**config.mk**
```make
export PLATFORM = sky130hd
export DESIGN_NAME = muldiv_unit
export DESIGN_NICKNAME = d
export VERILOG_FILES = /design/src/rtl/muldiv_unit.sv
export SDC_FILE = /design/constraint.sdc
export NUM_CORES = 1
export LEC_CHECK = 0
export ABC_AREA = 1
export BUFFER_PORTS_ARGS = -buffer_cell sky130_fd_sc_hd__buf_2
export CORE_AREA = 2 2 207 209
export DETAILED_ROUTE_END_ITERATION = 10
export DIE_AREA = 0 0 209 211
export REMOVE_ABC_BUFFERS = 1
export SYNTH_ARGS = -nofsm -noshare
export SYNTH_HDL_FRONTEND = slang
export SYNTH_SLANG_ARGS = --single-unit
```
**constraint.sdc**
```tcl
create_clock -name CLK -period 2.8 [get_ports CLK]
set_clock_uncertainty 0.1 [all_clocks]
set_input_delay 0.28 -clock CLK [delete_from_list [all_inputs] [get_ports CLK]]
set_output_delay 0.28 -clock CLK [all_outputs]
set_load 0.01 [all_outputs]
```
**src/rtl/muldiv_unit.sv**
```systemverilog
// RV32M multiply/divide unit: 32-step shift-add multiply and restoring divide,
// one iteration per cycle, with registered register-file writeback outputs.
module muldiv_unit #(
  parameter bit DIV_FAST_ZERO = 1'b1
) (
  input  logic        CLK,
  input  logic        RST,
  input  logic        START,
  input  logic [2:0]  FUNCT3,
  input  logic [31:0] RS1_DATA,
  input  logic [31:0] RS2_DATA,
  input  logic [4:0]  RD_ADDR,
  output logic        BUSY,
  output logic        DONE,
  output logic [31:0] RESULT,
  output logic [4:0]  WB_ADDR,
  output logic        WB_EN
);

  localparam int unsigned XLEN  = 32;
  localparam int unsigned CNT_W = 5;

  typedef enum logic [1:0] {IDLE, CALC, FINISH} state_t;

  state_t            state_q, state_d;
  logic              accept;
  logic [2:0]        op_q;
  logic [XLEN-1:0]   a_raw_q, opnd_q;
  logic [2*XLEN-1:0] acc_q, step_nxt;
  logic [CNT_W-1:0]  cnt_q;
  logic              last_q, neg_q, neg_r_q, dz_q;

  // Operand decode at accept time
  logic            in_a_neg, in_b_neg, in_div_zero, in_ovf, in_fast;
  logic [XLEN-1:0] in_a_mag, in_b_mag, in_special;

  always_comb begin
    in_a_neg    = RS1_DATA[XLEN-1] && (FUNCT3 == 3'b001 || FUNCT3 == 3'b010 ||
                                       FUNCT3 == 3'b100 || FUNCT3 == 3'b110);
    in_b_neg    = RS2_DATA[XLEN-1] && (FUNCT3 == 3'b001 || FUNCT3 == 3'b100 ||
                                       FUNCT3 == 3'b110);
    in_a_mag    = in_a_neg ? (~RS1_DATA + XLEN'(1)) : RS1_DATA;
    in_b_mag    = in_b_neg ? (~RS2_DATA + XLEN'(1)) : RS2_DATA;
    in_div_zero = FUNCT3[2] && (RS2_DATA == '0);
    in_ovf      = FUNCT3[2] && !FUNCT3[0] && (RS1_DATA == 32'h8000_0000) &&
                  (RS2_DATA == 32'hFFFF_FFFF);
    in_fast     = DIV_FAST_ZERO && (in_div_zero || in_ovf);
    if (in_div_zero) in_special = FUNCT3[1] ? RS1_DATA : 32'hFFFF_FFFF;
    else             in_special = FUNCT3[1] ? 32'h0 : 32'h8000_0000;
  end

  // One iteration: multiply uses acc = {partial, multiplier}, divide uses acc = {rem, quotient}
  logic [XLEN:0] mul_sum, div_shift, div_diff;

  always_comb begin
    mul_sum   = {1'b0, acc_q[2*XLEN-1:XLEN]} + (acc_q[0] ? {1'b0, opnd_q} : '0);
    div_shift = {acc_q[2*XLEN-1:XLEN], acc_q[XLEN-1]};
    div_diff  = div_shift - {1'b0, opnd_q};
    if (!op_q[2])
      step_nxt = {mul_sum, acc_q[XLEN-1:1]};
    else if (div_diff[XLEN])
      step_nxt = {div_shift[XLEN-1:0], acc_q[XLEN-2:0], 1'b0};
    else
      step_nxt = {div_diff[XLEN-1:0], acc_q[XLEN-2:0], 1'b1};
  end

  // Sign fix-up and result selection once all iterations are complete
  logic [2*XLEN-1:0] mul_prod;
  logic [XLEN-1:0]   quo, rem, fin_result;

  always_comb begin
    mul_prod = neg_q ? (~acc_q + (2*XLEN)'(1)) : acc_q;
    quo      = neg_q ? (~acc_q[XLEN-1:0] + XLEN'(1)) : acc_q[XLEN-1:0];
    rem      = neg_r_q ? (~acc_q[2*XLEN-1:XLEN] + XLEN'(1)) : acc_q[2*XLEN-1:XLEN];
    fin_result = '0;
    case (op_q)
      3'b000:          fin_result = mul_prod[XLEN-1:0];
      3'b100, 3'b101:  fin_result = dz_q ? 32'hFFFF_FFFF : quo;
      3'b110, 3'b111:  fin_result = dz_q ? a_raw_q : rem;
      default:         fin_result = mul_prod[2*XLEN-1:XLEN];
    endcase
  end

  always_ff @(posedge CLK) begin
    if (RST) state_q <= IDLE;
    else     state_q <= state_d;
  end

  always_comb begin
    state_d = state_q;
    accept  = 1'b0;
    case (state_q)
      IDLE: begin
        if (START) begin
          accept  = 1'b1;
          state_d = in_fast ? FINISH : CALC;
        end
      end
      CALC:    if (last_q) state_d = FINISH;
      FINISH:  state_d = IDLE;
      default: state_d = IDLE;
    endcase
  end

  // Datapath and registered outputs; the extra CALC cycle after iteration 31 applies sign fix-up
  always_ff @(posedge CLK) begin
    if (RST) begin
      op_q    <= '0;
      a_raw_q <= '0;
      opnd_q  <= '0;
      acc_q   <= '0;
      cnt_q   <= '0;
      last_q  <= 1'b0;
      neg_q   <= 1'b0;
      neg_r_q <= 1'b0;
      dz_q    <= 1'b0;
      BUSY    <= 1'b0;
      DONE    <= 1'b0;
      WB_EN   <= 1'b0;
      RESULT  <= '0;
      WB_ADDR <= '0;
    end else begin
      if (accept) begin
        op_q    <= FUNCT3;
        a_raw_q <= RS1_DATA;
        opnd_q  <= in_b_mag;
        acc_q   <= {{XLEN{1'b0}}, in_a_mag};
        cnt_q   <= '0;
        last_q  <= 1'b0;
        neg_q   <= in_a_neg ^ in_b_neg;
        neg_r_q <= in_a_neg;
        dz_q    <= in_div_zero;
        WB_ADDR <= RD_ADDR;
      end else if (state_q == CALC && !last_q) begin
        acc_q <= step_nxt;
        cnt_q <= cnt_q + CNT_W'(1);
        if (cnt_q == CNT_W'(31)) last_q <= 1'b1;
      end
      if (state_d == FINISH && state_q != FINISH)
        RESULT <= (state_q == IDLE) ? in_special : fin_result;
      BUSY  <= (state_d != IDLE);
      DONE  <= (state_d == FINISH);
      WB_EN <= (state_d == FINISH) &&
               (((state_q == IDLE) ? RD_ADDR : WB_ADDR) != '0);
    end
  end

endmodule

```
# Word-level counts from Yosys, hierarchy flattened
# Cells that the tools add are included.
# classes
addsub,8
n_eq_ne,14
n_mux,24
n_bitwise,6
n_reduce_logical,27
# ops
op,count
two-way mux 32 bit,13
two-way mux 64 bit,3
"adder 32 x 1 -> 32 bit, second input constant",4
inverter 32 bit,4
case mux 32 bit (3 select lines),1
"adder 64 x 1 -> 64 bit, second input constant",1
"equality test 32 bit, second input constant",2
inverter 64 bit,1
adder 32 x 32 -> 33 bit,1
subtractor 33 x 32 -> 33 bit,1
logical NOT 32 bit,1
"equality test 3 bit, second input constant",6
logical AND 1 bit,9
logical OR 1 bit,6
two-way mux 2 bit,3
OR reduction 2 bit,3
"adder 5 x 1 -> 5 bit, second input constant",1
"equality test 5 bit, second input constant",1
two-way mux 5 bit,1
nonzero test 5 bit,1
case mux 2 bit (2 select lines),1
nonzero test 2 bit,2
"equality test 3 x 1 -> 1 bit, second input constant",1
"equality test 3 x 2 -> 1 bit, second input constant",1
other kinds (9),11
# totals
register_bits,182
input_bits,75
out_inout_bits,40

# Logic depth before layout (Yosys ltp)
# Gate-level depths: netlist of the first run.
# logic_depth
depth_word,10
depth_mapped,19
ltp_nobuf,18

# Worst setup path before layout of the first run
# OpenSTA, ideal clock, no wires.
# synth_path
kind,register -> register
start,reg acc_q[31]
end,reg acc_q[56]
setup_time_ns,0.119
arrival_ns,2.179
setup_slack_ns,0.402
stages_incl_launch_ff,19
cell_sequence,dfxtp_1 > inv_1 > ha_1 > fa_1 > inv_1 > nand3_1 > nand3_2 > nand2_1 > nand2_2 > nand2_2 > nand2_4 > nand2_4 > nand2_2 > nand2_2 > nand2_4 > buf_2 > nand2_1 > nand3_1 > a21oi_1
# synth_between
elab_chain_len,3
# synth_lines
item,line_no,text
"start, declared",29,"logic [2*XLEN-1:0] acc_q, step_nxt;"
"start signal, assigned",127,"acc_q <= {{XLEN{1'b0}}, in_a_mag};"
"start signal, assigned",135,acc_q <= step_nxt;
subtractor 33 x 32 -> 33 bit,58,"div_diff = div_shift - {1'b0, opnd_q};"
two-way mux 64 bit,61,else if (div_diff[XLEN])
two-way mux 64 bit,59,if (!op_q[2])
# No other way between the ends.
# A chain may end at the register's enable or synchronous reset.

# Worst setup path in the final report of the first run
# layout_path
start,reg acc_q[0]
end,reg acc_q[49]
# layout_between
elab_chain_len,3
# layout_lines
item,line_no,text
two-way mux 32 bit,56,"mul_sum = {1'b0, acc_q[2*XLEN-1:XLEN]} + (acc_q[0] ? {1'b0, opnd_q} : '0);"
adder 32 x 32 -> 33 bit,56,
two-way mux 64 bit,59,
# No other way between the ends.

==> run summary, run 1 <==
Critical Path Source: acc_q[0]$_SDFFE_PP0P_
Critical Path Source Type: register
Root buf cell: clkbuf_16
Gate Count Post-Synth: 3365
Largest fanout on the critical path: 9
IO Count: 115
RSZ-0062 raised after global routing: yes
Syn avg cell area: 5.562 um2
Post-synthesis cell type count: 57
First-pass GRT wire length: 135.5 mm
Synthesis Warnings: 0
Gr usage total: 0.4071
Vias in the first global route: 22037
H-tree depth: 4
Ys async rst share: 0
Yosys top cell area share: 0.1947
Delay-heaviest family, CP: simple AND/OR/NAND/NOR gates
Hold Fails Final Rpt: 0
Final Critical Period: 2740 ps
Synth area leaders: dfxtp_1, nand2_1, inv_1
HPWL Detailed: 71.33 mm
Final wirelength: 90.21 mm
Post-synth top cells: nand2_1, inv_1, nor2_1
Largest area contributor in the netlist: dfxtp_1
CP required: 3100 ps
Bufs on Longest Clock Path: 2
CP bufs+invs: 3
Final RePlAce weighted congestion: 1.056
Max Slew Vio Count: 0
Global route overflow: 0
Worst Tran Pin Value: 1062 ps
Row cnt: 75
CTS tree: built
Post-place setup slack: -705.0 ps
Port Buffers: 114
Nets: 3685
Setup Viol. Count Final: 0
Rel. slew slack: 0.2910
Worst EP arrival: 3040 ps
Core ar.: 41760 um2
Clk slew on worst S/H paths: 80 ps
Die X-Extent: 209 um
Leakage: 11.20 nW
Max Clock Freq: 365.0 MHz
Antenna violations before repair: 2
HP Class: input port to register
Die height: 211 um
Remaining antenna violation count after routing: 0
Number of fill cells in the layout: 4525
Period utilisation layout: 0.9785
Max Cap Violations: 0
Clock insertion delay at the later pin of the skew report: 520 ps
Reg-to-Reg Start: acc_q[0]$_SDFFE_PP0P_
WL per Instance: 22.07 um
Cell Area, Synth: 18720 um2
Outcome: complete, no violations
Vias after detailed routing: 24202
Crit path largest cell delay: 400 ps
Total CTS buffers: 17
Setup TNS: 0 ps
Peak VDD IR: 0.0004544 V
Drt drc: 0
Vias per cell: 5.920
Crit path capture type: register
Most frequent cell after synthesis: nand2_1
Ys flop type: dfxtp_1
# diodes: 0
Num Clock Sinks: 182
Post-synth EDFFs: 0
Iter 0 DRT Violations: 3297
Setup ws final: 60.16 ps
Pre-antenna DRT Iters: 8
Initial Util: 0.4482
Slowest-stage cell, CP: dfxtp_2
Cell mode on critical path: nand2_1
Largest net degree at the start of global routing: 84
Number of synthesized register bits: 182
Worst Hold Launch: RS2_DATA[13]
Layout area overhead: 15.44%
Die area: 44100 um2
Sequential area share after synthesis: 0.1947
Critical-path cell list: buf_4, nand2_1, inv_1, ha_1, nand2_1, o21ai_0, nand3b_1, nand3_1, nand2_1, nand2_1, nand3_1, nand2_1, inv_1, a21oi_1
Pwr/cell area: 481.7 nW/um2
Crit Path Class: register to register
Layout cells sized above 1: 0.1192
[cells in the final DEF (no fill, tap or decap), types with 36 or more instances in the layout]
master	n
nand3_1	338
o21ai_0	281
a21oi_1	225
dfxtp_1	168
inv_1	480
nand2_1	887
buf_2	114
nor3_1	36
ha_1	69
buf_4	129
nor2_1	364
nand4_1	41
o211ai_1	45
[through the flow]
step	instances	hold WS, ps	power [mW]	area, um2	utilization
finish	4088	26.90	10.41	21610	0.5174
global route	4088	24.89	10.95	21610	0.5174
CTS	4085	0.5132	10.17	21450	0.5136
detailed placement	4021	356.5	7.465	20500	0.4910
global placement	4021	353.6	7.453	20500	0.4910
floorplan	3232	249.1	5.675	18080	-
[state kept, by name (all words and copies together), names as in the netlist]
register / flops
neg_r_q: 1
cnt_q: 5
RESULT: 32
a_raw_q: 32
neg_q: 1
op_q: 3
DONE: 1
last_q: 1
opnd_q: 32
WB_EN: 1
acc_q: 64
dz_q: 1
WB_ADDR: 5
state_q: 2
BUSY: 1
[worst paths after layout]
| path | endpoint | slack [ps] | cells after the start |
|---|---|---|---|
| max | acc_q[49]$_SDFFE_PP0P_ | 60 | 14 |
| min | opnd_q[13]$_SDFFE_PP0P_ | 30 | 4 |
| max reg2reg | acc_q[49]$_SDFFE_PP0P_ | 60 | 14 |
| min reg2reg | a_raw_q[0]$_SDFFE_PP0P_ | 370 | 2 |
[cell type report]
type / instances / area (um2) / area share
well taps: 539 / 674.4 / 0.03121
clock buffers: 18 / 439.2 / 0.02033
inverters: 492 / 1849 / 0.08559
clock inverters: 13 / 161.4 / 0.007470
multi-input cells: 2558 / 12730 / 0.5891
repair buffers: 286 / 2091 / 0.09676
flip-flops and latches: 182 / 3664 / 0.1696
[worst min-delay path: stages]
cell	delay, ps
buf_2	100
inv_2	50
nor2_1	90
o22ai_1	70
[layer usage]
layer / global-route usage / part of all wire
met1: 0.5798 / 0.43
met4: 0.1608 / 0.041
met5: 0.005562 / 0.00062
met2: 0.5686 / 0.39
met3: 0.1204 / 0.13
[cells by family (layout without fill, tap and decap cells)]
group / Yosys count / after routing / synth area share
AOI/OAI and AO/OA: 664 / 664 / 0.1936
xor gates and xnor gates: 36 / 36 / 0.01685
adders and majority gates: 73 / 73 / 0.04960
buffers and inverters: 625 / 809 / 0.1329
DFF: 182 / 182 / 0.1947
and+or+nand+nor: 1785 / 1785 / 0.4124
[power breakdown]
| group | internal, mW | switching (mW) |
|---|---|---|
| clock | 1.36 | 1.28 |
| sequential | 2.76 | 0.222 |
| combinational | 1.50 | 3.29 |
| total | 5.62 | 4.79 |
[timing repair]
item                       4_1_cts  5_1_grt
hold endpoints to repair        31        0
buffers inserted                 3        3
hold buffers                    30        0
setup endpoints to repair       40       63
gates resized for setup          8       39
pin swaps                        1        4
Power figures use the tool's default switching activity.
==> run 2, diff against run 1 <==
--- a/config.mk
+++ b/config.mk
@@ -11,6 +11,7 @@
 export DETAILED_ROUTE_END_ITERATION = 10
 export DIE_AREA = 0 0 209 211
 export REMOVE_ABC_BUFFERS = 1
+export SETUP_SLACK_MARGIN = 0.1
 export SYNTH_ARGS = -nofsm -noshare
 export SYNTH_HDL_FRONTEND = slang
 export SYNTH_SLANG_ARGS = --single-unit
==> run 2 against run 1 <==
Core utilization rose by 1.2 points. Highest routed layer unchanged. First-iteration DRC count fell by 1.0%. Sequential share of layout area fell by 0.25 points. Combinational power rose by 3%. Largest cell class unchanged. Die area did not move.
==> run summary, run 2 (synthesis results as in run 1) <==
Max Cap Violations: 0
Setup Viol. Count Final: 0
Cell mode on critical path: a21oi_1
R2R Path End: acc_q[41]$_SDFFE_PP0P_
Number of fill cells in the layout: 4470
Delay-heaviest family, CP: compound AO/OA/AOI/OAI gates
Remaining antenna violation count after routing: 0
Metal1 wirelength: 40.11 mm
Vias in the first global route: 22062
Layout area overhead: 18.14%
Global route overflow: 0
R2R setup slack: 130 ps
Worst Hold Launch: RS2_DATA[13]
Rel. slew slack: 0.3205
Final Critical Period: 2673 ps
Initial Util: 0.4482
Critical-path cell list: nand2_1, inv_1, ha_1, a21oi_1, o21ai_1, nand3b_1, a21oi_1, o21ai_0, nand2_1, inv_1, a21oi_1
Hold EP: opnd_q[13]$_SDFFE_PP0P_
Worst Tran Pin Value: 1018 ps
Crit Path Class: register to register
Iter 0 DRT Violations: 3263
Max reg flops: 64
Vias per cell: 5.947
Commonest non-fill, non-tap cells in the layout: nand2_1, inv_1, nor2_1
Row cnt: 75
Drt drc: 0
Largest net degree at the start of global routing: 84
Hold Fails Final Rpt: 0
WL per Instance: 22.33 um
Largest reg by FF count: acc_q
Fin area: 22110 um2
IO Count: 115
Gr usage total: 0.4071
Final RePlAce weighted congestion: 1.056
CP required: 3140 ps
Clk slew on worst S/H paths: 70 ps
CTS tree: built
Port Buffers: 114
Layout cells sized above 1: 0.1415
Peak VDD IR: 0.0004577 V
Post-place setup slack: -705.0 ps
Outcome: complete, no violations
Crit path largest cell delay: 400 ps
Antenna violations before repair: 3
Placed inst area: 20500 um2
Crit. path cell count: 11
Max Slew Vio Count: 0
Slowest-stage cell, CP: dfxtp_4
Period utilisation layout: 0.9546
Num Clock Sinks: 182
Setup ws final: 127.0 ps
Placed cells: 4021
First-pass GRT wire length: 135.6 mm
Leakage: 11.38 nW
Die X-Extent: 209 um
Die height: 211 um
CP bufs+invs: 2
Worst EP arrival: 3010 ps
Commonest non-fill, non-tap cell in the layout: nand2_1
Root buf cell: clkbuf_16
Bufs on Longest Clock Path: 2
Hold Crit Depth: 4
Vias after detailed routing: 24447
Final Power: 10.56 mW
RSZ-0062 raised after global routing: yes
Largest fanout on the critical path: 9
Core ar.: 41760 um2
Clock insertion delay at the later pin of the skew report: 520 ps
Max Clock Freq: 374.1 MHz
HP Class: input port to register
Met2 wire length: 35.94 mm
Wire length on met3: 11.76 mm
Reg-to-Reg Start: acc_q[0]$_SDFFE_PP0P_
HPWL Detailed: 71.33 mm
Final Non-Filler Cells: 4111
Die area: 44100 um2
Nets: 3705
Pre-antenna DRT Iters: 6
Critical Path Source Type: register
Pwr/cell area: 477.7 nW/um2
Uppermost layer routed: met5
H-tree depth: 4
Reg2reg path depth: 11
Crit path capture type: register
Final wirelength: 91.82 mm
Total CTS buffers: 17
run 2: cell count changes in the layout (fill, tap and decap cells not counted), sizes merged:
cell,change
inv,-1
buf,+15
diode,+3
clkbuf,+2
nand2,+3
clkinvlp,+1
run 2: final cells by class:
type,instances,area [um2],share of cell area
inverters,492,1856,0.08392
repair buffers,303,2282,0.1032
well taps,539,674.4,0.03050
clock buffers,18,439.2,0.01986
clock inverters,13,161.4,0.007300
multi-input cells,2561,13000,0.5878
diodes,3,7.507,0.0003395
flip-flops and latches,182,3695,0.1671
run 2: report_power, final:
group | leakage, nW | internal, mW | total (mW) | switching (mW)
logic | 9.57 | 1.57 | 4.93 | 3.36
registers | 1.50 | 2.76 | 2.99 | 0.228
clock network | 0.299 | 1.36 | 2.65 | 1.29
total | 11.4 | 5.69 | 10.6 | 4.87
run 2: worst reg2reg max path, stage by stage (launching register included):
cell and delay [ps]:
dfxtp_4 400, nand2_1 90, inv_1 60, ha_1 360, a21oi_1 380, o21ai_1 190, nand3b_1 340, a21oi_1 180
o21ai_0 130, nand2_1 160, inv_1 70, a21oi_1 160
run 2: timing repair:
action                                 4_1_cts  5_1_grt
buffers inserted                             3       18
hold buffers                                30        0
resized for setup                           20      112
cloned                                       0        5
pin swaps                                    3       21
setup endpoints to repair                   67       66
endpoints found under the hold margin       31        0
run 2: metal layers:
layer	GRT usage	vias up
met4	0.1589	2
met2	0.5685	1466
li1	-	11330
met1	0.5798	11408
met5	0.005562	-
met3	0.1219	241
run 2: through the flow:
step / hold WS, ps / utilization / setup TNS (ps)
final: 26.07 / 0.5295 / 0
after CTS: 0.5132 / 0.5146 / 0
after detailed placement: 356.5 / 0.4910 / -23110
after floorplan: 249.1 / - / -98010
after global placement: 353.6 / 0.4910 / -25050
after global routing: 26.39 / 0.5293 / 0
run 2: worst max-delay path by stage:
stage                            from                       to  slack (ps)
3_3_place_gp              RS1_DATA[1]  RESULT[31]$_SDFFE_PP0P_        -760
4_1_cts        acc_q[31]$_SDFFE_PP0P_   acc_q[47]$_SDFFE_PP0P_         100
6_report        acc_q[0]$_SDFFE_PP0P_   acc_q[41]$_SDFFE_PP0P_         130
5_1_grt         acc_q[0]$_SDFFE_PP0P_   acc_q[62]$_SDFFE_PP0P_          50
3_5_place_dp              RS1_DATA[1]  RESULT[29]$_SDFFE_PP0P_        -700
2_1_floorplan   state_q[0]$_SDFF_PP0_       neg_q$_SDFFE_PP0P_       -1080
